File: src/rtl/prbs_os_rec_par.sv
// PRBS11 (x^11+x^9+1) ordered-set checker, DATA_W bits per beat, data_in[0] earliest.
// Flags each OS as clean or bad, tracks lock over consecutive clean OS and counts bad OS.
//
//   state  | meaning
//   -------+--------------------------------------------------------------
//   IDLE   | seed loaded from lane_sel, beat/flag/lock cleared, no checking
//   CHECK  | one beat consumed per data_valid cycle, OS result at last beat
module prbs_os_rec_par #(
    parameter int          DATA_W         = 1,
    parameter int          OS_LEN         = 448,
    parameter int          SKIP_BITS      = 28,
    parameter logic [10:0] SEED0          = 11'h7FF,
    parameter logic [10:0] SEED1          = 11'h770,
    parameter bit          RELOAD_EACH_OS = 1'b1,
    parameter int          LOCK_CNT       = 2,
    parameter int          ERR_CNT_W      = 8
) (
    input  logic                 clk,
    input  logic                 reset,
    input  logic                 enable,
    input  logic                 lane_sel,
    input  logic                 data_valid,
    input  logic [DATA_W-1:0]    data_in,
    input  logic                 clr_err,
    output logic                 os_ok,
    output logic                 os_err,
    output logic                 locked,
    output logic [ERR_CNT_W-1:0] err_cnt
);

    localparam int                BEATS     = OS_LEN / DATA_W;
    localparam int                BEAT_W    = (BEATS > 1) ? $clog2(BEATS) : 1;
    localparam logic [BEAT_W-1:0] LAST_BEAT = BEAT_W'(BEATS - 1);
    localparam logic [3:0]        LOCK_MAX  = 4'(LOCK_CNT);

    localparam logic [0:0] ST_IDLE  = 1'b0;
    localparam logic [0:0] ST_CHECK = 1'b1;

    logic [0:0]           state_q, state_d;
    logic [10:0]          lfsr_q, lfsr_d;
    logic [10:0]          seed_q, seed_d;
    logic [BEAT_W-1:0]    beat_q, beat_d;
    logic                 mis_q, mis_d;
    logic [3:0]           run_q, run_d;
    logic                 locked_q, locked_d;
    logic                 os_ok_q, os_ok_d;
    logic                 os_err_q, os_err_d;
    logic [ERR_CNT_W-1:0] err_cnt_q, err_cnt_d;

    logic [10:0]          lfsr_adv;
    logic                 beat_mis;

    // Unrolled DATA_W single-bit shifts; expected bit i is the MSB before shift i.
    always_comb begin
        lfsr_adv = lfsr_q;
        beat_mis = 1'b0;
        for (int i = 0; i < DATA_W; i++) begin
            if ((data_in[i] != lfsr_adv[10]) &&
                ((int'(beat_q) * DATA_W + i) >= SKIP_BITS)) begin
                beat_mis = 1'b1;
            end
            lfsr_adv = {lfsr_adv[9:0], lfsr_adv[10] ^ lfsr_adv[8]};
        end
    end

    always_comb begin
        state_d   = state_q;
        lfsr_d    = lfsr_q;
        seed_d    = seed_q;
        beat_d    = beat_q;
        mis_d     = mis_q;
        run_d     = run_q;
        locked_d  = locked_q;
        os_ok_d   = 1'b0;
        os_err_d  = 1'b0;
        err_cnt_d = err_cnt_q;

        // Counts the registered os_err pulse, so a clear in the pulse cycle wins.
        if (os_err_q && (err_cnt_q != '1)) begin
            err_cnt_d = err_cnt_q + ERR_CNT_W'(1);
        end
        if (clr_err) begin
            err_cnt_d = '0;
        end

        if (!enable || (state_q == ST_IDLE)) begin
            state_d  = enable ? ST_CHECK : ST_IDLE;
            seed_d   = lane_sel ? SEED1 : SEED0;
            lfsr_d   = seed_d;
            beat_d   = '0;
            mis_d    = 1'b0;
            run_d    = '0;
            locked_d = 1'b0;
        end else if (data_valid) begin
            if (beat_q == LAST_BEAT) begin
                beat_d = '0;
                mis_d  = 1'b0;
                lfsr_d = RELOAD_EACH_OS ? seed_q : lfsr_adv;
                if (mis_q || beat_mis) begin
                    os_err_d = 1'b1;
                    run_d    = '0;
                    locked_d = 1'b0;
                end else begin
                    os_ok_d = 1'b1;
                    if (run_q < LOCK_MAX) begin
                        run_d = run_q + 4'd1;
                    end
                    locked_d = (run_d == LOCK_MAX);
                end
            end else begin
                beat_d = beat_q + BEAT_W'(1);
                mis_d  = mis_q | beat_mis;
                lfsr_d = lfsr_adv;
            end
        end
    end

    always_ff @(posedge clk or negedge reset) begin
        if (!reset) begin
            state_q   <= ST_IDLE;
            lfsr_q    <= SEED0;
            seed_q    <= SEED0;
            beat_q    <= '0;
            mis_q     <= 1'b0;
            run_q     <= '0;
            locked_q  <= 1'b0;
            os_ok_q   <= 1'b0;
            os_err_q  <= 1'b0;
            err_cnt_q <= '0;
        end else begin
            state_q   <= state_d;
            lfsr_q    <= lfsr_d;
            seed_q    <= seed_d;
            beat_q    <= beat_d;
            mis_q     <= mis_d;
            run_q     <= run_d;
            locked_q  <= locked_d;
            os_ok_q   <= os_ok_d;
            os_err_q  <= os_err_d;
            err_cnt_q <= err_cnt_d;
        end
    end

    assign os_ok   = os_ok_q;
    assign os_err  = os_err_q;
    assign locked  = locked_q;
    assign err_cnt = err_cnt_q;

endmodule
File: config.mk
export PLATFORM = sky130hd
export DESIGN_NAME = prbs_os_rec_par
export DESIGN_NICKNAME = d
export VERILOG_FILES = /design/src/rtl/prbs_os_rec_par.sv
export SDC_FILE = /design/constraint.sdc
export NUM_CORES = 1
export LEC_CHECK = 0
export ABC_CLOCK_PERIOD_IN_PS = 2100
export CAP_MARGIN = 15
export CORE_UTILIZATION = 56
export DETAILED_ROUTE_END_ITERATION = 8
export PLACE_DENSITY_LB_ADDON = 0.25
export SLEW_MARGIN = 20
export SYNTH_ARGS = -nofsm -noshare
export SYNTH_HDL_FRONTEND = slang
export SYNTH_SLANG_ARGS = --single-unit
File: constraint.sdc
create_clock -name clk -period 2.1 [get_ports clk]
set_input_delay 0.42 -clock clk [delete_from_list [all_inputs] [get_ports clk]]
set_output_delay 0.42 -clock clk [all_outputs]
set_load 0.02 [all_outputs]
After elaboration in Yosys (flattened, before gate mapping)
Index checks and enable logic that the tools add are counted.
- bits in registers: 48
- input port bits: 7
- add/subtract/negate cells: 3
- order comparisons: 2
- equality and inequality tests: 4
- multiplexer cells: 35
- bitwise gates (word level): 3
- reduce and logical (&&, ||, !) cells: 9
- operators with widths (cell ; count):
    4-bit 2-to-1 mux ; 9
    11-bit 2-to-1 mux ; 3
    9-bit 2-to-1 mux ; 3
    8-bit 2-to-1 mux ; 3
    1-bit 2-to-1 mux ; 17
    9-bit by 1-bit adder with 9-bit output (second input constant) ; 1
    9-bit equality test (second input constant) ; 1
    9-bit by 5-bit >= comparator with 1-bit output (second input constant) ; 1
    8-bit by 1-bit adder with 8-bit output (second input constant) ; 1
    8-bit inequality test (second input constant) ; 1
    2-bit nonzero test ; 3
    4-bit by 1-bit adder with 4-bit output (second input constant) ; 1
    4-bit by 2-bit equality test with 1-bit output (second input constant) ; 1
    4-bit by 2-bit less-than comparator with 1-bit output (second input constant) ; 1
    1-bit logical AND ; 2
    1-bit logical OR ; 2
    2-bit AND reduction ; 1
    1-bit logical NOT ; 1
    1-bit inequality test ; 1
    1-bit NOT ; 1
    1-bit bitwise OR ; 1
    1-bit XOR ; 1

Depth between registers and ports, before layout
Gate-level depths: netlist of the first run.
- depth after elaboration: 13
- mapped depth: 5
- mapped depth without buffers: 5

Worst setup path after synthesis of the first run
OpenSTA, ideal clock, no wires.
- path type: reg-to-reg
- start: register beat_q[0]
- end: register locked_q (netlist: locked)
- library setup time: 0.078 ns
- arrival time: 1.552 ns
- data required time: 2.022 ns
- setup slack: 0.470 ns
- stages on the path, launching flop included: 6
- path buffers: 0
- period minus slack after synthesis: 1.630 ns
- path through: dfrtp_1 ha_1 and3_1 nand3_4 or4_1 a21oi_1
- longest elaborated chain between the ends: 8
- elaborated cells between the ends (all ways): 11
- ends and longest elaborated chain (item ; line ; text):
    from (decl) ; 42 ; logic [BEAT_W-1:0] beat_q, beat_d;
    from (signal assigned) ; 134 ; beat_q <= beat_d;
    9-bit by 5-bit >= comparator with 1-bit output ; 59 ; ((int'(beat_q) * DATA_W + i) >= SKIP_BITS)) begin
    1-bit logical AND ; 58 ; if ((data_in[i] != lfsr_adv[10]) &&
    1-bit 2-to-1 mux ; 58 ;
    1-bit logical OR ; 99 ; if (mis_q || beat_mis) begin
    1-bit 2-to-1 mux ; 99 ;
    1-bit 2-to-1 mux ; 95 ; if (beat_q == LAST_BEAT) begin
    1-bit 2-to-1 mux ; 94 ; end else if (data_valid) begin
    1-bit 2-to-1 mux ; 86 ; if (!enable || (state_q == ST_IDLE)) begin
    to (signal assigned) ; 137 ; locked_q <= locked_d;
    to (decl) ; 45 ; logic locked_q, locked_d;
Several ways; a longest one is shown, not always the timed one. The select of a mux whose other input is x is not followed.
A chain may end at the register's enable or synchronous reset.

Final worst setup path of the first run
- start: register err_cnt_q[7] (netlist: err_cnt[7])
- end: output err_cnt[7]
- RTL lines (item ; line ; text):
    from (decl) ; 48 ; logic [ERR_CNT_W-1:0] err_cnt_q, err_cnt_d;
    from (signal assigned) ; 140 ; err_cnt_q <= err_cnt_d;
    to (decl) ; 28 ; output logic [ERR_CNT_W-1:0] err_cnt
No word-level cell between the ends.

==> reports/summary.txt, run 1 <==
Most frequent cells in the layout: 26 x dfrtp_1, 20 x nor2_1, 17 x clkdlybuf4s50_1, 12 x dfstp_2, 11 x o22a_1
Root buffer cell: clkbuf_4
Layout cell share with drive strength beyond 1: 15.0%
Num ports: 18
Grt ovf: 0
WL per Instance: 14.7 um
Vias in the first global route: 1391
Cell internal pwr: 0.000953 W
Synthesized net count: 179
Antenna violations before repair: 0
Net switching fraction of the power: 22.5%
Final hold viol count: 0
Syn Inst Count: 168
DR vias/cell: 5.73
P&R area growth vs syn: 16.4%
R2r setup slk: 350 ps
Largest net degree at the start of global routing: 39
Max Cap Viol: 0
CTS max path bufs: 2
CP Class: reg -> out
Period minus WS final: 1870 ps
Multi-input gate area: 813 sq um
Crit path max-delay family: buffers and inverters
Number of port buffers: 17
Worst vdd ir: 0.517 mV
Cell depth of the worst flop-to-flop path: 5
Post-DP HPWL: 2.49 mm
Mapped cell area: 1830 sq um
Sequential share of power: 62.3%
Netlist cell types: 39
Outcome: completed
Die Width: 59.1 um
Avg Cell Area, Syn: 10.9 sq um
Crit path max fanout: 6
CTS tree: done
# diodes: 0
Clock Latency Late Sink: 340 ps
Clock sink count: 38
Cell Pwr Density: 578 nW/um^2
Starting Density: 59.4%
Worst r2r dst: locked$_DFFE_PN0P_
Skew final: 8.92 ps
Reg area: 966 sq um
Crit start category: register
WHS: 504 ps
Max Fclk: 536 MHz
Leak: 0.891 nW
Clock network power share: 31.5%
Clock-pin slew on the worst setup and hold paths: 110 ps
Crit share post-route: 88.8%
Power Total: 0.00123 W
Buffers & Inverters on Critical Path: 1
Remaining DRCs: 0
Worst r2r src: run_q[1]$_DFFE_PN0P_
Worst Path Required: 1680 ps
Gate power share: 6.2%
TritonRoute pass-1 iters: 4
Total global-route track usage: 23.6%
# H-tree levels: 2
Iteration-0 DRC Markers: 129
Sequential area share after synthesis: 52.8%
DR vias: 1358
Die area: 3500 sq um
Nets: 203
Routed Antenna Nets: 0
Setup TNS: 0 ps
Postcts setup bufs: 0
Synth warn: 0
Worst Tran Pin Value: 488 ps
Cts repair resizes: 0
Unrepaired setup endpoints after global routing: no
Final setup fails: 0
Post-layout util: 69.1%
Fillers: 245
Final Slew Violations: 0
Cts hold-fix bufs: 0
Switching power: 0.000277 W
FP Rows: 20
Number of synthesized register bits: 38
Slowest cell on the critical path: clkdlybuf4s50_1
Final GP Congestion: 0.805
Slew HR: 67.5%
CP Capture Type: output port
CP Data Arrival Time: 1450 ps
CTS Buf Count: 5
Die Y: 59.1 um
Worst path cell trace: clkdlybuf4s50_1
Commonest non-fill, non-tap cell in the layout: dfrtp_1
Final wirelength: 3.49 mm
Hold Path Class: in -> async
First-pass GRT wire length: 6.00 mm
CORE AREA: 3080 sq um
Slowest Stage Delay on Critical Path: 640 ps
[worst max-delay path by stage]
| stage | cells after the start | end | slack, ps | startpoint |
|---|---|---|---|---|
| global placement | 5 | locked$_DFFE_PN0P_ | 130 | data_valid |
| CTS | 1 | err_cnt[3] | 230 | err_cnt[3]$_DFFE_PN0P_ |
| finish | 1 | err_cnt[7] | 230 | err_cnt[7]$_DFFE_PN0P_ |
| floorplan | 5 | locked$_DFFE_PN0P_ | 470 | beat_q[0]$_DFFE_PN0P_ |
| detailed placement | 5 | locked$_DFFE_PN0P_ | 80 | data_valid |
| global route | 1 | err_cnt[7] | 170 | err_cnt[7]$_DFFE_PN0P_ |
[stage by stage]
stage	cell area (sq um)	setup WS, ps	std cells
2_1_floorplan	1830	470	168
3_3_place_gp	2070	135	229
3_5_place_dp	2070	77.2	229
4_1_cts	2130	227	237
5_1_grt	2130	166	237
6_report	2130	235	237
[logic make-up after synthesis]
logic type	synth area share (%)
flops	52.8
buf+inv	2.67
compound gates	13.5
simple gates	20.4
xor+xnor	6.23
mux	1.64
fa+ha+maj	2.74
[area by class of cell]
type	instances	share of cell area, %
flip-flops and latches	38	45.4
well taps	44	2.59
clock buffers	7	2.59
repair buffers	23	10.1
clock inverters	1	0.235
inverters	5	0.882
multi-input cells	119	38.2
[per-layer routing]
layer,GRT usage (%),share of wire (%)
met3,5.90,2.6
met4,11.6,1.2
met1,28.9,46
met5,0,0
met2,38.8,50
[state kept, by name, summed over array words and instances (netlist names)]
| register | cells |
|---|---|
| lfsr_q | 11 |
| beat_q | 9 |
| err_cnt | 8 |
| run_q | 4 |
| locked | 1 |
| mis_q | 1 |
| os_err | 1 |
| os_ok | 1 |
| seed_q | 1 |
| state_q | 1 |
[power by group through the flow]
stage / sequential [W] / combinational [W] / clock (W)
global route: 0.000769 / 0.0000860 / 0.000434
floorplan: 0.000777 / 0.0000375 / 0
finish: 0.000767 / 0.0000765 / 0.000388
detailed placement: 0.000780 / 0.0000782 / 0
global placement: 0.000779 / 0.0000749 / 0
CTS: 0.000767 / 0.0000784 / 0.000406
[synth_stat cells]
cell type   n  area (sq um)
inv_1       5          18.8
a311o_1     1          10.0
nor3_1      5          25.0
o22a_1     11          96.3
xnor2_1     5          43.8
buf_1       2          7.51
nand3b_1    2          15.0
or4_1       1          7.51
a211oi_1    4          30.0
dfrtp_1    26           651
nand3_1     6          30.0
a21oi_1     6          30.0
and4_1      1          8.76
and2_1      2          12.5
a31oi_1     3          18.8
nor2_1     20          75.1
and4b_1     1          10.0
o211a_1     1          10.0
a31o_2      1          8.76
nor2b_1     2          12.5
nand4_1     3          18.8
buf_6       1          11.3
xor2_1      8          70.1
nand3_4     1          17.5
nor4bb_1    1          10.0
or2_1       1          6.26
dfstp_2    12           315
a311oi_1    1          8.76
ha_1        4          50.1
o221ai_2    1          15.0
nand4_2     1          12.5
nand2_1     7          26.3
o311ai_0    1          8.76
nor4_1      3          18.8
o21ai_0     2          10.0
clkbuf_1    3          11.3
mux2i_1     3          30.0
and3_1      9          56.3
or4b_1      1          10.0
Note: power is estimated with default switching activity, not from simulation.
==> inputs of run 2 (changes only) <==
- ABC_CLOCK_PERIOD_IN_PS: 2100 -> unset
==> results of run 2 <==
Same layout as run 1: the final DEF is identical, and so are final timing and power.
